File: src/rtl/core_seq_pkg.sv
// ----------------------------------------------------------------------------
// core_seq_pkg
// Shared definitions for the core sequencer:
//   - seq_state_e   : sequencer FSM state encoding
//   - OP_*          : RV32 opcode classes the sequencer cares about
//   - FUNCT7_MULDIV : funct7 value that selects the M-extension in R-type ops
//   - INSTR_EBREAK  : full EBREAK encoding (halts the sequencer)
// ----------------------------------------------------------------------------
package core_seq_pkg;

   typedef enum logic [2:0] {
      ST_IDLE     = 3'd0,
      ST_FETCH    = 3'd1,
      ST_DECODE   = 3'd2,
      ST_EXEC     = 3'd3,
      ST_MUL_WAIT = 3'd4,
      ST_HALT     = 3'd5,
      ST_FAULT    = 3'd6
   } seq_state_e;

   localparam logic [6:0]  OP_RTYPE      = 7'b0110011;
   localparam logic [6:0]  OP_STORE      = 7'b0100011;
   localparam logic [6:0]  OP_BRANCH     = 7'b1100011;
   localparam logic [6:0]  FUNCT7_MULDIV = 7'b0000001;
   localparam logic [31:0] INSTR_EBREAK  = 32'h00100073;

endpackage : core_seq_pkg

File: src/rtl/seq_decode.sv
// ----------------------------------------------------------------------------
// seq_decode
// Purely combinational instruction classifier for the core sequencer.
//
// Ports:
//   instr_i     [31:0] in  : latched instruction word
//   is_mul_o           out : R-type with funct7 = MULDIV (uses the multiplier)
//   is_halt_o          out : instruction is exactly EBREAK
//   writes_rd_o        out : retiring this instruction writes the register file
// ----------------------------------------------------------------------------
module seq_decode
   import core_seq_pkg::*;
(
   input  logic [31:0] instr_i,
   output logic        is_mul_o,
   output logic        is_halt_o,
   output logic        writes_rd_o
);

   logic [6:0] opcode;
   logic [6:0] funct7;
   logic [4:0] rd;

   assign opcode = instr_i[6:0];
   assign funct7 = instr_i[31:25];
   assign rd     = instr_i[11:7];

   always_comb begin
      is_halt_o   = (instr_i == INSTR_EBREAK);
      is_mul_o    = (opcode == OP_RTYPE) && (funct7 == FUNCT7_MULDIV);
      // Stores and branches have no destination; writes to x0 are dropped
      // so the register file never sees a pointless write strobe.
      writes_rd_o = (opcode != OP_STORE) && (opcode != OP_BRANCH) && (rd != 5'd0);
   end

endmodule : seq_decode

File: src/rtl/core_sequencer.sv
// ----------------------------------------------------------------------------
// core_sequencer
// Multi-cycle control FSM that sequences the single-cycle core datapath:
// fetches an instruction over a req/ack memory port, latches it, classifies
// it, and issues one-cycle retire strobes (pc_en, rf_we). M-extension ops
// start the external multiplier and hold the PC until mul_done.
//
// Parameters:
//   MEM_TIMEOUT : max FETCH cycles without imem_ack before FAULT (1..255)
//   CNT_W       : width of the fetch-wait counter (must hold MEM_TIMEOUT)
//
// Ports:
//   clk          in        core clock, rising edge
//   rst          in        synchronous reset, active-high
//   run          in        1 = sequencer may start new instructions
//   imem_req     out       fetch request, held until imem_ack
//   imem_ack     in        one-cycle acknowledge, imem_rdata valid same cycle
//   imem_rdata   in  [31:0] fetched instruction word
//   instr        out [31:0] latched current instruction
//   instr_valid  out       instr holds a decoded, unretired instruction
//   pc_en        out       one-cycle PC advance strobe
//   rf_we        out       one-cycle register-file write strobe
//   mul_start    out       one-cycle multiplier start pulse
//   mul_done     in        multiplier result valid
//   halted       out       sequencer is in HALT
//   fault        out       sequencer is in FAULT (fetch timeout)
//
// Optional build macro SEQ_PERF_CNT_EN adds:
//   cyc_cnt      out [31:0] cycles spent outside IDLE/HALT/FAULT
//   ret_cnt      out [31:0] retired instructions (pc_en count)
// ----------------------------------------------------------------------------
module core_sequencer
   import core_seq_pkg::*;
#(
   parameter int MEM_TIMEOUT = 15,
   parameter int CNT_W       = 8
)(
   input  logic        clk,
   input  logic        rst,
   input  logic        run,
   output logic        imem_req,
   input  logic        imem_ack,
   input  logic [31:0] imem_rdata,
   output logic [31:0] instr,
   output logic        instr_valid,
   output logic        pc_en,
   output logic        rf_we,
   output logic        mul_start,
   input  logic        mul_done,
   output logic        halted,
   output logic        fault
`ifdef SEQ_PERF_CNT_EN
   ,
   output logic [31:0] cyc_cnt,
   output logic [31:0] ret_cnt
`endif
);

   localparam logic [CNT_W-1:0] TIMEOUT_C = CNT_W'(MEM_TIMEOUT);

   seq_state_e       state_q, state_d;
   logic [31:0]      instr_q, instr_d;
   logic [CNT_W-1:0] wait_cnt_q, wait_cnt_d;
   logic [CNT_W-1:0] wait_cnt_inc;

   logic is_mul;
   logic is_halt;
   logic writes_rd;

   seq_decode u_decode (
      .instr_i     (instr_q),
      .is_mul_o    (is_mul),
      .is_halt_o   (is_halt),
      .writes_rd_o (writes_rd)
   );

   assign wait_cnt_inc = wait_cnt_q + CNT_W'(1);
   assign instr        = instr_q;

   // State and instruction registers
   always_ff @(posedge clk) begin
      if (rst) begin
         state_q    <= ST_IDLE;
         instr_q    <= '0;
         wait_cnt_q <= '0;
      end else begin
         state_q    <= state_d;
         instr_q    <= instr_d;
         wait_cnt_q <= wait_cnt_d;
      end
   end

   // Next-state and output decode
   always_comb begin
      state_d     = state_q;
      instr_d     = instr_q;
      wait_cnt_d  = wait_cnt_q;
      imem_req    = 1'b0;
      instr_valid = 1'b0;
      pc_en       = 1'b0;
      rf_we       = 1'b0;
      mul_start   = 1'b0;
      halted      = 1'b0;
      fault       = 1'b0;

      unique case (state_q)
         ST_IDLE: begin
            if (run) begin
               state_d = ST_FETCH;
            end
         end

         ST_FETCH: begin
            imem_req = 1'b1;
            // Ack is checked first so a late ack on the final allowed
            // cycle still wins over the timeout.
            if (imem_ack) begin
               instr_d    = imem_rdata;
               wait_cnt_d = '0;
               state_d    = ST_DECODE;
            end else begin
               wait_cnt_d = wait_cnt_inc;
               if (wait_cnt_inc == TIMEOUT_C) begin
                  state_d = ST_FAULT;
               end
            end
         end

         ST_DECODE: begin
            instr_valid = 1'b1;
            if (is_halt) begin
               state_d = ST_HALT;
            end else if (is_mul) begin
               mul_start = 1'b1;
               state_d   = ST_MUL_WAIT;
            end else begin
               state_d = ST_EXEC;
            end
         end

         ST_EXEC: begin
            instr_valid = 1'b1;
            pc_en       = 1'b1;
            rf_we       = writes_rd;
            state_d     = run ? ST_FETCH : ST_IDLE;
         end

         // mul_done is only looked at here, so a done raised during the
         // DECODE cycle (same cycle as mul_start) cannot retire the op.
         ST_MUL_WAIT: begin
            instr_valid = 1'b1;
            if (mul_done) begin
               pc_en   = 1'b1;
               rf_we   = writes_rd;
               state_d = run ? ST_FETCH : ST_IDLE;
            end
         end

         ST_HALT: begin
            halted = 1'b1;
         end

         ST_FAULT: begin
            fault = 1'b1;
         end

         default: begin
            state_d = ST_IDLE;
         end
      endcase
   end

`ifdef SEQ_PERF_CNT_EN
   logic [31:0] cyc_cnt_q;
   logic [31:0] ret_cnt_q;
   logic        active;

   assign active = (state_q != ST_IDLE) && (state_q != ST_HALT) && (state_q != ST_FAULT);

   // Performance counters; both wrap naturally at 2^32
   always_ff @(posedge clk) begin
      if (rst) begin
         cyc_cnt_q <= '0;
         ret_cnt_q <= '0;
      end else begin
         if (active) begin
            cyc_cnt_q <= cyc_cnt_q + 32'd1;
         end
         if (pc_en) begin
            ret_cnt_q <= ret_cnt_q + 32'd1;
         end
      end
   end

   assign cyc_cnt = cyc_cnt_q;
   assign ret_cnt = ret_cnt_q;
`else
   // Performance counters not built.
`endif

endmodule : core_sequencer

File: config.mk
export PLATFORM = sky130hd
export DESIGN_NAME = core_sequencer
export DESIGN_NICKNAME = d
export VERILOG_FILES = /design/src/rtl/core_seq_pkg.sv /design/src/rtl/seq_decode.sv /design/src/rtl/core_sequencer.sv
export SDC_FILE = /design/constraint.sdc
export NUM_CORES = 1
export LEC_CHECK = 0
export ABC_CLOCK_PERIOD_IN_PS = 3500
export BUFFER_PORTS_ARGS = -buffer_cell sky130_fd_sc_hd__buf_4
export CORE_MARGIN = 2
export CORE_UTILIZATION = 52
export CTS_BUF_LIST = sky130_fd_sc_hd__clkbuf_16
export DETAILED_ROUTE_END_ITERATION = 10
export PLACE_DENSITY_LB_ADDON = 0.08
export SLEW_MARGIN = 20
export SYNTH_ARGS = -nofsm -noshare
export SYNTH_HDL_FRONTEND = slang
export SYNTH_SLANG_ARGS = --single-unit
File: constraint.sdc
create_clock -name clk -period 3.5 [get_ports clk]
set_clock_uncertainty 0.15 [all_clocks]
set_input_delay 0.35 -clock clk [delete_from_list [all_inputs] [get_ports clk]]
set_output_delay 0.35 -clock clk [all_outputs]
set_load 0.1 [all_outputs]
; ---- Word-level counts from Yosys, hierarchy flattened
; Index checks and enable logic that the tools add are counted.
[word_totals]
inputBits = 37
elab_cells = 49
reg_bits = 43
output_inout_bits = 39
[op_classes]
n_eq_ne = 15
n_mux = 20
n_addsub = 1
reduce_logical = 9
n_bitwise = 1
[ops]
columns = cell, n
row1 = "32-bit by 21-bit equality test with 1-bit output, second input constant", 1
row2 = 3-bit two-way mux, 6
row3 = 3-bit case mux with 6 select lines, 1
row4 = 1-bit two-way mux, 10
row5 = "3-bit equality test, second input constant", 3
row6 = "8-bit by 1-bit adder with 8-bit output, second input constant", 1
row7 = "8-bit by 4-bit equality test with 1-bit output, second input constant", 1
row8 = 8-bit two-way mux, 1
row9 = "7-bit by 1-bit equality test with 1-bit output, second input constant", 1
row10 = "7-bit by 6-bit equality test with 1-bit output, second input constant", 1
row11 = "7-bit by 6-bit != test with 1-bit output, second input constant", 1
row12 = "7-bit != test, second input constant", 1
row13 = "3-bit by 2-bit equality test with 1-bit output, second input constant", 2
row14 = 5-bit nonzero test, 1
row15 = "2-bit != test, second input constant", 2
row16 = 1-bit case mux with 2 select lines, 2
row17 = 4-bit AND reduction, 1
row18 = "3-bit by 1-bit equality test with 1-bit output, second input constant", 1
row19 = 1-bit logical AND, 3
row20 = 3-bit logical NOT, 1
row21 = "3-bit != test, second input constant", 1
row22 = 3-bit OR reduction, 1
row23 = 2-bit AND reduction, 1
row24 = 2-bit OR reduction, 1
row25 = 1-bit inverter, 1

; ---- Longest topological paths before layout
; Gate-level depths: netlist (run 1).
[logic_depth]
depth_word = 5
mapped_depth = 8

; ---- By module
; Synthesis (run 1) repeated with hierarchy kept, for this count alone.
[hier_totals]
hier_cells = 266
area_unflattened_um2 = 1995.7
[by_module_without_submodules]
columns = module, area_each_um2, seq_area_each_um2, cells_per_inst, instances
row1 = core_sequencer, 1881.8, 860.8, 248, 1
row2 = seq_decode, 113.9, 0.0, 18, 1

; ---- Worst setup path after synthesis (run 1)
; No wires, ideal clock.
[synth_path]
path_type = register -> output
startpoint = register instr_q[4] (netlist: instr[4])
endpoint = output mul_start
path_buffers = 0
t_arrival_ns = 4.471
path_slack_ns = -1.471
path_stages_with_launch = 4
t_required_ns = 3.000
cell_sequence = dfxtp_1 nor4b_2 nand4_1 nor4bb_1
[synth_via]
elab_chain_len = 5
word_cells_on_any_way = 6
cone_classes = eq/ne: 2 / mux: 3 / reduce/logical: 1
[synth_lines]
columns = item, line_no
row1 = from (decl), core_sequencer.sv:62  ; logic [31:0] instr_q, instr_d;
row2 = from (signal assigned), core_sequencer.sv:88  ; instr_q <= instr_d;
row3 = 7-bit by 6-bit equality test with 1-bit output, seq_decode.sv:30  ; is_mul_o = (opcode == OP_RTYPE) && (funct7 == FUNCT7_MULDIV);
row4 = 1-bit logical AND, seq_decode.sv:30
row5 = 1-bit two-way mux, core_sequencer.sv:133  ; end else if (is_mul) begin
row6 = 1-bit two-way mux (*), core_sequencer.sv:131  ; if (is_halt) begin
row7 = 1-bit two-way mux (*), core_sequencer.sv:106  ; unique case (state_q)
row8 = to (decl), core_sequencer.sv:48  ; output logic mul_start,
; Every way passes the cells marked *; elsewhere a longest branch is shown, timed or not.

; ---- Worst setup path after layout (run 1)
[layout_path]
startpoint = register instr_q[2] (netlist: instr[2])
endpoint = output mul_start
; The elaborated chain is that of the path after synthesis.

==> metrics, run 1 <==
total grt overflow=0; Clock Latency Late Sink=0.28 ns; Row Count=22; first-pass GRT wire length=8128 um; Clock power frac=0.208; top_reg_cell synth=dfxtp_1; Final Slew Violations=0; post-route antenna net violation count=0; post-route core utilization=0.7380; postcts setup bufs=0; DR vias=2,034; final routed DRC violation total=0; ant diodes=0; Combinational Power Share=0.480; Critical-path top delay cell=nor4bb_4; initial antenna violation count=0; leading area contributor after synthesis=dfxtp_1; worst slew pin tran=0.6067 ns; crit end category=output pin; final setup vio count=0; delay of the slowest critical-path stage=0.35 ns; part of the cycle the worst path needs=0.6630; Layout area overhead=33.74%; Startpoint Class=register; post-layout min period=2.320 ns; post-synthesis cell area=0.002051 sq mm; CTS hold repair buffers=0; most instantiated library cell after synthesis=nand2_1; Final nets=372; switching part of the total power=0.4876; GRT Resource Usage Total=0.2378; Leak=0.001126 uW; pwr/cell area=750.1 mW/mm^2; Internal=1054 uW; Die Width=66.80 um; Final HPWL DP=3557 um; #FFs+latches synth=43; worst vdd ir=0.4000 mV; Min Hold Slack=0.1673 ns; root buf cell=clkbuf_16; Port Buf Inserts=75; clk sinks=43; register share of total power=0.313; top-area cell type share of the netlist area=0.4198; largest net degree at the start of global routing=45; CTS max path bufs=2; 1st-pass router iterations=4; I/O pin total=76; FILL cells=326; Max FO, Critical Path=4; vias per inst=5.339; cts bufs inserted=5; Clk pin slew, worst setup/hold paths=0.06 ns; post-cts sizing count=0; TritonCTS clock tree=yes; core area=0.003716 sq mm; worst-path cell chain=and4bb_2 -> nand4_1 -> nor4bb_4 -> buf_4; Slew HR=0.5941; dpl cells=374; Top delay family on crit path=simple AND/OR/NAND/NOR gates; share of post-route cells with drive strength above 1=0.2853; Syn Area/Cell=7.652 sq um; Syn. warnings=0; drt total wl=5056 um; post-synthesis sequential area ratio=0.4198; fmax=431.0 MHz; Buf+Inv Stages, Crit Path=1; grt peak-use layer=met2; Die H=66.80 um; Post-synth EDFFs=0; Final GP Congestion=0.8333; global-route met3 utilization=0.06250; max_cap viols=0; Mapped Cells=268; Initial DRC Count=148; WS Path Type=register to output pin; wire per inst=13.27 um; NetSw=1003 uW; Yosys cell types=48; met2 GRT Util=0.3675; vias in the first global route=1,784; RSZ-0062 raised after global routing=false; met1 GRT Util=0.3217; critical path arrival=1.82 ns; Fin Setup TNS=0 ns; Final Hold Violating Endpoints=0; Post-synth top cells=nand2_1 (70), dfxtp_1 (43), a21oi_1 (41); syn_nets=307; synth top area cells=dfxtp_1 (42%), nand2_1 (13%), a21oi_1 (10%); Initial Utilization=0.5519; outcome=complete, no violations; final cell count without fillers=381; Critical Path RT=3.00 ns; total power=2057 uW; die area=0.004462 sq mm; Async SR Flop Fraction=0; Hold WC Path Type=input port to register; htree depth=2
## flip-flops by register name, indices dropped and copies added, names as in the netlist
| signal | flops |
|---|---|
| state_q | 3 |
| wait_cnt_q | 8 |
| instr | 32 |
## final cells by class
cell class / instances / area, sq um / area share
inverters: 5 / 23.77 / 0.008668
clock inverters: 2 / 8.758 / 0.003193
well taps: 48 / 60.06 / 0.02190
repair buffers: 76 / 570.5 / 0.2080
clock buffers: 5 / 125.1 / 0.04562
multi-input cells: 202 / 1094 / 0.3987
flip-flops and latches: 43 / 860.8 / 0.3139
## layout by cell type, fill, tap and decap left out, drive strengths merged, types with 3 or more instances in the layout
| cell | n |
|---|---|
| clkbuf | 5 |
| nand4 | 4 |
| nand3 | 4 |
| nand2 | 71 |
| nor2 | 22 |
| nand2b | 3 |
| a22oi | 3 |
| nor4 | 3 |
| or3 | 3 |
| dfxtp | 43 |
| a31oi | 4 |
| o21ai | 7 |
| inv | 5 |
| nor3 | 4 |
| buf | 76 |
| a21oi | 42 |
| nor2b | 5 |
## stage by stage
| step | cell area, sq um | worst slack (ns) |
|---|---|---|
| after floorplan | 2066 | 0.07420 |
| after global placement | 2606 | 1.394 |
| after detailed placement | 2606 | 1.345 |
| after CTS | 2740 | 1.188 |
| after global routing | 2743 | 1.083 |
| final | 2743 | 1.180 |
## layer usage
layer,wire length [um],up-vias
met2,2231,79
li1,-,1041
met3,446,8
met1,2285,906
met5,0,-
met4,92,0
## power groups by stage
stage          combinational [uW]  clock [uW]  sequential, uW
2_1_floorplan                 479           0             972
3_3_place_gp                  980           0             650
3_5_place_dp                  984           0             653
4_1_cts                       988         430             642
5_1_grt                      1050         454             657
6_report                      987         428             643
## worst paths after layout
path,slack (ns),startpoint,to,cells after the start
max,1.18,instr[2]$_SDFFE_PP0P_,mul_start,4
min,0.17,imem_rdata[18],instr[18]$_SDFFE_PP0P_,3
max reg2reg,1.49,wait_cnt_q[1]$_SDFFE_PP0N_,state_q[0]$_SDFFE_PP0P_,6
min reg2reg,0.32,instr[19]$_SDFFE_PP0P_,instr[19]$_SDFFE_PP0P_,2
## worst register-to-register path, stage by stage (launching register included)
cell	delay, ns
dfxtp_1	0.44
ha_1	0.29
nand3_1	0.11
nor2_1	0.22
xnor2_1	0.20
a31oi_1	0.13
or3_1	0.35
## cell families after synthesis
logic type | count (synthesis) | share of synthesized area
compound gates | 63 | 0.1721
xor+xnor | 4 | 0.01709
fa+ha+maj | 2 | 0.01220
buf+inv | 23 | 0.05552
flops | 43 | 0.4198
simple gates | 133 | 0.3234
(Power assumes the default switching activity.)
==> run 2, diff against run 1 <==
- ABC_AREA: default -> 1
- ABC_CLOCK_PERIOD_IN_PS: 3500 -> 2050
- CORE_UTILIZATION: 52 -> 44
- clock period: 3.5 -> 2.05 ns (I/O delays scaled with it)
==> run 2 against run 1 <==
Effect of this change: clock power up 76%; final cell count up 16%; synthesized area up 2.3%; hold slack worse by 0.17 ns; combinational power rose to 2.6 times the previous value; power up 120%; largest cell class unchanged; the flow now finishes with violations (negative hold slack); register-to-register slack worse by 1.2 ns.
==> metrics, run 2 <==
CTS max path bufs=2 (unchanged); Placed Area=0.002753 sq mm (+5.6%); most common cell after layout, fill and taps aside=buf_4; Slew HR=0.7490 (+0.1549); Syn. warnings=0 (unchanged); global-route met3 utilization=0.04282 (-0.01968); fmax=518.0 MHz; largest net degree at the start of global routing=40 (-11%); Async SR Flop Fraction=0 (unchanged); wire per inst=11.54 um (-13%); pwr/cell area=1518 mW/mm^2 (+100%); Post-synth EDFFs=0 (unchanged); Critical-path top delay cell=dfxtp_1; register share of total power=0.261 (-0.052); Startpoint Class=register; post-layout min period=1.930 ns; most frequent cells in the layout=buf_4 (77), nand2_1 (59), inv_1 (47); GRT Resource Usage Total=0.1990 (-0.03881); Die Width=73.06 um (+9.4%); Layout area overhead=39.36%; vias per inst=4.774 (-11%); Row Count=25 (+14%); NetSw=2410 uW (+140%); met2 GRT Util=0.3393 (-0.02816); #FFs+latches synth=43 (unchanged); final routed DRC violation total=0 (unchanged); die area=0.005337 sq mm (+20%); Die H=73.06 um (+9.4%); delay of the slowest critical-path stage=0.37 ns (+0.02 ns); Internal=2029 uW (+93%); Clock Latency Late Sink=0.28 ns (about the same); final setup vio count=0 (unchanged); synth top area cells=dfxtp_1 (41%), nand2_1 (11%), a21oi_1 (8.6%); worst slack at placement=0.3258 ns (-1.019 ns); root buf cell=clkbuf_16; post-route design area=0.002924 sq mm (+6.6%); htree depth=2 (unchanged); worst slew pin tran=0.3760 ns (-0.2307 ns); max reg flops=32 (unchanged); max_cap viols=0 (unchanged); met1 GRT Util=0.2451 (-0.07659); Initial DRC Count=131 (-11%); Final Slew Violations=0 (unchanged); post-cts sizing count=0 (unchanged); post-route core utilization=0.6274 (-0.1107); outcome=finished with violations; Combinational Power Share=0.569 (+0.089); vias in the first global route=1,991 (+12%); top-area cell type share of the netlist area=0.4103 (-0.009512); initial antenna violation count=0 (unchanged); leading area contributor after synthesis=dfxtp_1; part of the cycle the worst path needs=0.9416; Final Hold Violating Endpoints=1 (+1); grt peak-use layer=met2; post-synthesis cell area=0.002098 sq mm (+2.3%); Final nets=427 (+15%); WS Path Type=register to output pin; Final GP Congestion=0.9072 (+8.9%); CTS hold repair buffers=3 (+3); Max FO, Critical Path=7 (+3); Mapped Cells=311 (+16%); Initial Utilization=0.4502 (-0.1017); top_reg_cell synth=dfxtp_1; RSZ-0062 raised after global routing=false; core area=0.004661 sq mm (+25%); most instantiated library cell after synthesis=nand2_1; total grt overflow=0 (unchanged); Final HPWL DP=3886 um (+9.2%); Leak=0.001394 uW (+24%); share of post-route cells with drive strength above 1=0.2905 (+0.005203); failing checks=negative hold slack; first-pass GRT wire length=8355 um (+2.8%); Yosys cell types=25 (-48%); Hold WC Path Type=input port to register; TritonCTS clock tree=yes; critical path arrival=1.58 ns (-0.24 ns); switching part of the total power=0.5429 (+0.05528); drt total wl=5113 um (+1.1%); Port Buf Inserts=75 (unchanged); Post-synth top cells=nand2_1 (61), inv_1 (46), dfxtp_1 (43), nor2_1 (43), a21oi_1 (36); 1st-pass router iterations=4 (unchanged); Clock power frac=0.170 (-0.038); worst-path cell chain=inv_1 -> nand3_1 -> o21ai_4 -> nand2_2 -> a21oi_4 -> buf_4; postcts setup bufs=0 (unchanged); Clk pin slew, worst setup/hold paths=0.06 ns (about the same); clk sinks=43 (unchanged); crit end category=output pin; Min Hold Slack=-0.00003206 ns (-0.1674 ns); worst vdd ir=0.7105 mV (+78%); I/O pin total=76 (unchanged); post-route setup slack=0.1196 ns (-1.060 ns); post-synthesis sequential area ratio=0.4103 (-0.009512); DR vias=2,115 (+4.0%); Critical Path RT=1.69 ns (-1.31 ns); post-route antenna net violation count=0 (unchanged); cts bufs inserted=5 (unchanged); Syn Area/Cell=6.747 sq um (-12%); ant diodes=0 (unchanged); syn_nets=350 (+14%)
==> run 2: worst paths after layout <==
check,depth (start not counted),end,slack (ns),from
worst min register to register,2,instr[8]$_SDFFE_PP0P_,0.31,instr[8]$_SDFFE_PP0P_
worst min-delay path,2,wait_cnt_q[3]$_SDFFE_PP0N_,-0.00003,rst
worst max register to register,10,state_q[2]$_SDFFE_PP0P_,0.30,wait_cnt_q[1]$_SDFFE_PP0N_
worst max-delay path,6,rf_we,0.12,state_q[2]$_SDFFE_PP0P_
==> run 2: stage by stage <==
step                      total power [uW]  setup TNS [ns]  cells
after detailed placement              3704               0    432
after global placement                3688               0    432
after global routing                  4683               0    443
after CTS                             4471               0    443
after floorplan                       3205         -0.1795    311
final                                 4439               0    443
==> run 2: routing by layer <==
layer	vias up	wire (um)
li1	1141	-
met3	7	296
met5	-	0
met4	0	68
met1	905	2407
met2	62	2341
==> run 2: layout make-up <==
cell class | count | area (sq um)
multi-input combinational | 209 | 1031
clock inverter | 3 | 16.27
fill | 455 | 1737
inverter | 48 | 180.2
tap | 54 | 67.56
sequential | 43 | 875.8
timing repair buffer | 81 | 628.1
clock buffer | 5 | 125.1
==> run 2: cell families after synthesis <==
| family | after synthesis | synth area share |
|---|---|---|
| flops | 43 | 0.4103 |
| compound gates | 76 | 0.1855 |
| simple gates | 131 | 0.2761 |
| buf+inv | 59 | 0.1163 |
| fa+ha+maj | 2 | 0.01192 |
==> run 2: worst max-delay path, delay by kind of cell, from the launching register on <==
kind                   cells  cell delay [ns]
and+or+nand+nor            2             0.26
AOI/OAI and AO/OA          2             0.22
buffers and inverters      2             0.45
DFF                        1             0.37
==> run 2: power by group through the flow <==
stage	clock network [uW]	registers (uW)	logic [uW]
after floorplan	0	2160	1040
after global placement	0	1170	2520
after detailed placement	0	1180	2530
after CTS	772	1160	2540
after global routing	808	1180	2690
final	755	1160	2530
==> run 3, diff against run 2 <==
- ABC_CLOCK_PERIOD_IN_PS: 2050 -> 1830
- CAP_MARGIN: default -> 5
- CORE_UTILIZATION: 44 -> 49
- GPL_TIMING_DRIVEN: default -> 0
- clock period: 2.05 -> 1.83 ns (I/O delays scaled with it)
==> run 3 against run 2 <==
Effect of this change: power grew 17%; non-clock buffer count grew 10; routed wire length rose by 12%; utilization up 14 points; the flow now finishes without violations; first-iteration DRC count down 33%; critical path depth unchanged; final cell count rose by 1.4%; setup slack worse by 0.057 ns; hold slack better by 0.026 ns; critical endpoint unchanged; critical path type unchanged; register-to-register slack lost 0.20 ns; sequential power is 16% higher.
==> metrics, run 3 (synthesis results as in run 2) <==
Die Width=69.44 um (-4.9%); Initial DRC Count=88 (-33%); Critical Path RT=1.50 ns (-0.19 ns); Slew HR=0.7502 (+0.001183); final routed DRC violation total=0 (unchanged); dpl cells=435 (+0.69%); delay of the slowest critical-path stage=0.36 ns (about the same); Clk pin slew, worst setup/hold paths=0.06 ns (about the same); final cell count without fillers=449 (+1.4%); post-route antenna net violation count=0 (unchanged); switching part of the total power=0.5367 (-0.006153); TritonCTS clock tree=yes; Clock power frac=0.166 (-0.004); final setup vio count=0 (unchanged); Critical-path top delay cell=dfxtp_2; root buf cell=clkbuf_16; multi-input logic area=0.001061 sq mm (+2.9%); RSZ-0062 raised after global routing=true; NetSw=2790 uW (+16%); Row Count=23 (-8.0%); GRT Resource Usage Total=0.2378 (+0.03881); Hold WC Path Type=input port to register; part of the cycle the worst path needs=0.9659; Max FO, Critical Path=7 (unchanged); drt total wl=5719 um (+12%); ant diodes=0 (unchanged); DR vias=2,266 (+7.1%); Combinational Power Share=0.574 (+0.005); max_cap viols=0 (unchanged); Layout area overhead=47.59%; Final HPWL DP=4155 um (+6.9%); worst slew pin tran=0.3747 ns (-0.001361 ns); worst-path cell chain=inv_1 -> nand3_2 -> o21ai_4 -> nand2_2 -> a21oi_4 -> buf_12; vias in the first global route=2,196 (+10%); critical path arrival=1.43 ns (-0.15 ns); worst slack at placement=0.09287 ns (-0.2330 ns); CTS max path bufs=2 (unchanged); Placed Area=0.002813 sq mm (+2.2%); FILL cells=330 (-27%); clk sinks=43 (unchanged); Setup crit start=state_q[2]$_SDFFE_PP0P_; first-pass GRT wire length=9349 um (+12%); r2r startpoint=wait_cnt_q[1]$_SDFFE_PP0N_; fmax=565.7 MHz; post-route setup slack=0.06234 ns (-0.05729 ns); share of post-route cells with drive strength above 1=0.3784 (+0.08796); pwr/cell area=1678 mW/mm^2 (+11%); Min Hold Slack=0.02552 ns (+0.02556 ns); WS Path Type=register to output pin; Final GP Congestion=0.7771 (-14%); total grt overflow=0 (unchanged); htree depth=2 (unchanged); Clock Latency Late Sink=0.28 ns (about the same); crit end category=output pin; post-route design area=0.003097 sq mm (+5.9%); initial antenna violation count=0 (unchanged); max reg flops=32 (unchanged); Startpoint Class=register; I/O pin total=76 (unchanged); Die H=69.44 um (-4.9%); Final Hold Violating Endpoints=0 (-1); HP Start=imem_rdata[9]; register area=928.4 sq um (+6.0%); Port Buf Inserts=74 (-1.3%); 1st-pass router iterations=4 (unchanged); outcome=complete, no violations; core area=0.004058 sq mm (-13%); Final Slew Violations=0 (unchanged); Final nets=437 (+2.3%); vias per inst=5.047 (+5.7%); wire per inst=12.74 um (+10%); most frequent cells in the layout=buf_4 (72), nand2_1 (59), inv_1 (46); Initial Utilization=0.5171 (+0.06691); worst vdd ir=1.025 mV (+44%); most common cell after layout, fill and taps aside=buf_4; Leak=0.001450 uW (+4.0%); post-layout min period=1.768 ns; register share of total power=0.259 (-0.002); die area=0.004822 sq mm (-9.7%); cts bufs inserted=5 (unchanged); largest net degree at the start of global routing=14 (-65%); Internal=2408 uW (+19%)
==> run 3: power groups by stage <==
stage	clock network [uW]	registers, uW	logic [uW]
after floorplan	0	2470	1170
after global placement	0	1340	2840
after detailed placement	0	1350	2870
after CTS	884	1330	2920
after global routing	929	1380	3130
final	865	1350	2980
==> run 3: worst max-delay path: cells and delay by family, from the launching register on <==
family / cells / cell delay, ns
AND/OR/NAND/NOR: 2 / 0.22
buffers and inverters: 2 / 0.34
flip-flops: 1 / 0.36
AO/OA/AOI/OAI: 2 / 0.24
==> run 3: area by class of cell <==
class / instances / area share
inverters: 48 / 0.05818
clock buffers: 5 / 0.04040
flip-flops and latches: 43 / 0.2998
multi-input cells: 209 / 0.3426
repair buffers: 80 / 0.2125
plain buffers: 11 / 0.02141
clock inverters: 3 / 0.004848
well taps: 50 / 0.02020
==> run 3: path summary, 6_finish.rpt <==
path,slack [ns],to,depth (start not counted)
min reg2reg,0.31,instr[9]$_SDFFE_PP0P_,2
max reg2reg,0.10,state_q[2]$_SDFFE_PP0P_,10
max,0.06,rf_we,6
min,0.03,instr[9]$_SDFFE_PP0P_,3
==> run 3: layer usage <==
layer	track usage	part of all wire
met1	0.2584	0.40
met2	0.4348	0.52
met3	0.07267	0.065
met4	0.08061	0.011
met5	0	0
==> run 3: timing repair <==
action,4_1_cts,5_1_grt
pin swaps,0,10
setup endpoints to repair,3,7
setup buffers,0,1
endpoints found under the hold margin,5,0
resized for setup,8,20
hold buffers,5,0
==> run 3: metrics by stage <==
stage / utilization / power (uW) / TNS, ns
global route: 0.7632 / 5441 / -0.02516
finish: 0.7632 / 5197 / 0
global placement: 0.6932 / 4182 / 0
floorplan: - / 3634 / -0.3512
detailed placement: 0.6932 / 4215 / 0
CTS: 0.7471 / 5135 / 0
